$ cat src/rtl/zion_seg_pack_reg.sv
// zion_seg_pack_reg: accumulates addressed sub-word segments into a full word and presents it on valid/ready
module zion_seg_pack_reg #(
    parameter int WIDTH_ADDR     = 2,
    parameter int WIDTH_DATA_IN  = 8,
    parameter int WIDTH_DATA_OUT = 32,
    parameter bit CHECK_ERR_EXIT = 1'b0,
    localparam int NUM_SEG       = WIDTH_DATA_OUT / WIDTH_DATA_IN
) (
    input  logic                      clk,
    input  logic                      rst,
    input  logic                      iVld,
    output logic                      oRdy,
    input  logic [WIDTH_ADDR-1:0]     iAddr,
    input  logic [WIDTH_DATA_IN-1:0]  iDat,
    input  logic                      iFlush,
    output logic                      oVld,
    input  logic                      iRdy,
    output logic [WIDTH_DATA_OUT-1:0] oDat,
    output logic [NUM_SEG-1:0]        oMask,
    output logic                      oErr
);
    generate
        if ((WIDTH_DATA_OUT % WIDTH_DATA_IN != 0) || (NUM_SEG > 2 ** WIDTH_ADDR)) begin : g_bad_cfg
            if (CHECK_ERR_EXIT) begin : g_exit
                $fatal(1, "zion_seg_pack_reg: illegal width configuration");
            end else begin : g_warn
                $error("zion_seg_pack_reg: illegal width configuration");
            end
        end
    endgenerate

    typedef enum logic {FILL, HOLD} state_t;

    state_t                    r_state;
    state_t                    w_next;
    logic [WIDTH_DATA_OUT-1:0] r_dat;
    logic [NUM_SEG-1:0]        r_mask;
    logic                      r_err;
    logic                      w_acc;
    logic                      w_in_rng;
    logic [NUM_SEG-1:0]        w_hot;
    logic [NUM_SEG-1:0]        w_mask_nx;

    // the extra top bit keeps the compare correct when NUM_SEG equals 2**WIDTH_ADDR
    assign w_in_rng  = {1'b0, iAddr} < (WIDTH_ADDR + 1)'(NUM_SEG);
    assign oRdy      = (r_state == FILL) && !rst;
    assign oVld      = (r_state == HOLD);
    assign w_acc     = iVld && oRdy;
    assign w_hot     = w_in_rng ? (NUM_SEG'(1) << iAddr) : '0;
    assign w_mask_nx = r_mask | w_hot;
    assign oDat      = r_dat;
    assign oMask     = r_mask;
    assign oErr      = r_err;

    // next state: complete word or non-empty flush moves to HOLD, downstream ready returns to FILL
    always_comb begin
        w_next = r_state;
        if (r_state == FILL && w_acc && ((&w_mask_nx) || (iFlush && (|w_mask_nx))))
            w_next = HOLD;
        else if (r_state == HOLD && iRdy)
            w_next = FILL;
    end

    // state, segment storage, write mask and out-of-range error pulse
    always_ff @(posedge clk) begin
        if (rst) begin
            r_state <= FILL;
            r_dat   <= '1;
            r_mask  <= '0;
            r_err   <= 1'b0;
        end else begin
            r_state <= w_next;
            r_err   <= w_acc && !w_in_rng;
            if (r_state == HOLD && iRdy) begin
                r_dat  <= '1;
                r_mask <= '0;
            end else if (w_acc) begin
                r_mask <= w_mask_nx;
                for (int i = 0; i < NUM_SEG; i++)
                    if (w_hot[i]) r_dat[i*WIDTH_DATA_IN +: WIDTH_DATA_IN] <= iDat;
            end
        end
    end
endmodule

$ cat config.mk
export PLATFORM = sky130hd
export DESIGN_NAME = zion_seg_pack_reg
export DESIGN_NICKNAME = d
export VERILOG_FILES = /design/src/rtl/zion_seg_pack_reg.sv
export SDC_FILE = /design/constraint.sdc
export NUM_CORES = 1
export LEC_CHECK = 0
export CORE_MARGIN = 1.5
export CORE_UTILIZATION = 30
export CTS_CLUSTER_SIZE = 25
export DETAILED_ROUTE_END_ITERATION = 16
export PLACE_DENSITY = 0.57
export REMOVE_ABC_BUFFERS = 1
export SYNTH_ARGS = -nofsm -noshare
export SYNTH_HDL_FRONTEND = slang
export SYNTH_SLANG_ARGS = --single-unit
$ cat constraint.sdc
create_clock -name clk -period 1.55 [get_ports clk]
set_input_delay 0.2325 -clock clk [delete_from_list [all_inputs] [get_ports clk]]
set_output_delay 0.2325 -clock clk [all_outputs]
set_load 0.005 [all_outputs]
### Word-level counts from Yosys, hierarchy flattened

Cells that the tools add are included.
Widths: inputs -> output; s select.

* $add $sub $neg: 0
* $mul: 0
* div/mod/pow operators: 0
* magnitude comparators: 0
* eq/ne operators: 0
* shifts and indexed selects: 1
* muxes and demuxes: 2
* bitwise logic cells: 2
* reductions and logical operators: 16

Operator list (count)
* $reduce_and 2->1: 4
* $logic_and 1x1->1: 6
* $or 4x4->4: 1
* $reduce_and 4->1: 1
* $reduce_or 4->1: 1
* $shl 1x2->4 const A: 1
* $mux 1: 2
* $reduce_bool 2->1: 1
* $reduce_or 2->1: 1
* $logic_not 1->1: 1
* $logic_or 1x1->1: 1
* $not 1->1: 1

* register bits: 37
* latch bits: 0
* memory bits (writable): 0
* bits in read-only memories: 0
* input port bits: 15
* output and inout bits: 39
* word-level logic and storage cells: 27
* memories kept: 0

### Depth between registers and ports, before layout

* depth after elaboration: 7
* mapped depth: 6
* depth with buffers taken out: 4

### Worst setup path after synthesis

Ideal clock, no wire load.

* kind: register to register
* start point: register r_state, in the netlist oVld
* end point: register r_dat[1], in the netlist oDat[1]
* arrival time: 1.231 ns
* data required time: 1.413 ns
* slack: 0.182 ns
* stages on the path, launching flop included: 6
* period minus slack after synthesis: 1.368 ns
* cells stage by stage: dfxtp_1 > buf_2 > or4_1 > buf_2 > nand2_1 > nand3_1

* longest elaborated chain between the ends: 4
* elaborated cells between the ends (all ways): 6
* classes of those cells: bitwise (1); reduce/logical (5)

RTL lines
* start: declaration: line 34 `state_t r_state;`
* start signal: assignment: line 72 `r_state <= w_next;`
* $not 1->1: line 46 `assign oRdy = (r_state == FILL) && !rst;`
* $logic_and 1x1->1: line 46
* $logic_and 1x1->1: line 48 `assign w_acc = iVld && oRdy;`
* $reduce_and 2->1 (no source line)
* end signal: indexed assignment: line 80 `if (w_hot[i]) r_dat[i*WIDTH_DATA_IN +: WIDTH_DATA_IN] <= iDat;`
* end: declaration: line 36 `logic [WIDTH_DATA_OUT-1:0] r_dat;`

Parallel ways exist; a longest one is shown, timed or not.
A chain may end at the register's enable or synchronous reset.

### Worst setup path after layout

* start point: register r_state, in the netlist oVld
* end point: output port oVld

RTL lines
* end: declaration: line 16 `output logic oVld,`

No word-level cell between the ends.

==> metrics.yaml <==
tns_ps: 0
cts.path.max_buffers: 2
syn_area_um2: 1410
die_w_um: 71.7
fin_area_um2: 2170
crit_type: "reg2out"
maxSlewViolCount: 0
wirelength_um: 3540
use_met1_pct: 18.1
violations: "design-rule violations"
whs_ps: 476
synth_commonest_cells: "nand2_1, dfxtp_1, mux2i_1, nand3_1"
placed_area_um2: 2070
comb_power_share_pct: 11.8
p_per_area_nw_per_um2: 871
area_delta_synth_final_pct: 53.5
synth-main-ff-cell: "dfxtp_1"
hold_path.class: "reg2reg"
clk_pin_slew_ps: 70
via_per_inst: 4.76
crit_slowest_cell: "clkdlybuf4s50_1"
grtUsageMet3_pct: 4.08
synth_area_leader_cell: "dfxtp_1"
finalNetCount: 224
ios: 54
dieArea_um2: 5130
yosysWarnings: 0
cts_tree: "done"
path_cells: "clkdlybuf4s50_1"
antenna_left: 0
clock-sinks: 37
switchingPower_uw: 435
n_antenna_cell: 0
drv_cap: 0
grt-busiest-layer: "met2"
first_pass_iters: 14
fin_util_pct: 48.8
p_total_mw: 1.89
grt_max_degree: 37
antenna_found_initial: 0
h-tree-depth: 2
period_needed_ps: 1470
seq_area_frac_synth_pct: 52.4
max_stage_delay_ps: 530
skew_ps: 4.22
cpLargestDelayFamily: "buffers and inverters"
grt_pass1_vias: 1187
async_flop_share_pct: 0
drive_gt1_share_pct: 13.9
vdd_drop_max_uv: 365
synth_top_area_share_pct: 52.4
hpwl_um: 2550
post-route-period-util_pct: 94.6
worstSetupEndpointType: "primary output"
power_frac_clock_pct: 35.7
drc_errors: 1
start_kind: "register"
overflow: 0
cts_hold_buf: 0
gp_congestion: 0.791
crit_arrival_ps: 1230
syn_area_per_cell_um2: 9.82
required_ps: 1320
grt_pass1_wl_um: 5680
drt_iter0_markers: 60
start_util_pct: 31.8
port_buffers: 52
sequentialPowerShare_pct: 52.5
power.internal_mw: 1.45
hold_violations: 0
p_leak_nw: 0.921
yosysUniqueCellTypes: 26
rows: 24
synth_seq_cells: 37
routedWlPerCell_um: 13.6
vias: 1242
rsz0062_at_grt: "false"
crit_fanout: 9
status: "complete, but fails checks"
synthTopCellsByArea: "dfxtp_1, mux2i_1, nand2_1, nand3_1, buf_4"
setup_viol: 0
cts_buffers: 5
syn_inst: 144
max_freq_mhz: 682
gr-usage-met2_pct: 22.9
clk_latency_ps: 290
yosysMostFrequentCell: "nand2_1"
cp_num_buf_inv: 1
grt_usage_pct: 14.5
die_h_um: 71.7
power_switching_share_pct: 23.0
coreArea_um2: 4440
synth_edf_count: 0
cts-root-buf: "clkbuf_8"
[cell usage in the layout, fill, tap and decap left out, types with 2 or more instances in the layout]
cell	netlist	layout
clkbuf_8	0	6
clkdlybuf4s50_1	0	50
dfxtp_1	37	36
o21a_1	3	3
buf_4	3	14
mux2i_1	24	24
nand3_1	9	9
nor2_1	3	3
nand2_1	41	41
nand4b_1	2	2
nand2b_1	2	2
[area by class of cell]
class,count,area (µm²)
well taps,52,65.1
clock buffers,6,82.6
repair buffers,67,647
inverters,1,3.75
clock inverters,1,7.51
flip-flops and latches,37,742
multi-input cells,97,623
fillers,419,2270
[kinds of logic (layout without fill, tap and decap cells)]
family	Yosys count	count (layout)	share of synthesized area (%)
simple gates	64	64	21.9
flops	37	37	52.4
mux	24	24	17.0
buf+inv	10	75	4.16
compound gates	8	8	4.34
other cells	1	1	0.265
[power by group through the flow]
| stage | Sequential, mW | Clock (mW) | Combinational [mW] |
|---|---|---|---|
| CTS | 0.992 | 0.700 | 0.224 |
| detailed placement | 1.01 | 0 | 0.224 |
| floorplan | 1.01 | 0 | 0.0723 |
| finish | 0.992 | 0.675 | 0.222 |
| global route | 0.995 | 0.729 | 0.241 |
| global placement | 1.01 | 0 | 0.219 |
[sequential cells by signal (all words and copies together), names as in the netlist]
| name | flops |
|---|---|
| oDat | 32 |
| oMask | 4 |
| oVld | 1 |
[per-stage QoR]
step	instances	worst slack, ps
4_1_cts	261	13.1
6_report	261	83.5
2_1_floorplan	135	-397
3_3_place_gp	254	-234
5_1_grt	261	9.96
3_5_place_dp	254	-288
[routing by layer]
| layer | vias up | wire length, µm |
|---|---|---|
| met5 | - | 0 |
| met4 | 0 | 60 |
| met1 | 574 | 1640 |
| met2 | 49 | 1620 |
| li1 | 612 | - |
| met3 | 7 | 220 |
[path summary, 6_finish.rpt]
| check | cells after the start | slack (ps) | from | to |
|---|---|---|---|---|
| worst max-delay path | 1 | 80 | oVld$_SDFFE_PP0P_ | oVld |
| worst max register to register | 5 | 220 | oVld$_SDFFE_PP0P_ | oDat[15]$_SDFFE_PP1P_ |
| worst min-delay path | 2 | 480 | oDat[4]$_SDFFE_PP1P_ | oDat[4]$_SDFFE_PP1P_ |
| worst min register to register | 2 | 480 | oDat[4]$_SDFFE_PP1P_ | oDat[4]$_SDFFE_PP1P_ |
[tightest hold or removal path, cell delays in order, from the launching register on]
cell     delay (ps)
dfxtp_1         330
nand2_1          50
nand3_1          70
[repair_timing]
| item | in CTS | in global routing |
|---|---|---|
| setup endpoints to repair | 2 | 9 |
| resized for setup | 2 | 2 |
| buffers inserted | 0 | 0 |
| endpoints found under the hold margin | 0 | 0 |
No activity file was read; power rests on OpenSTA's default activity.
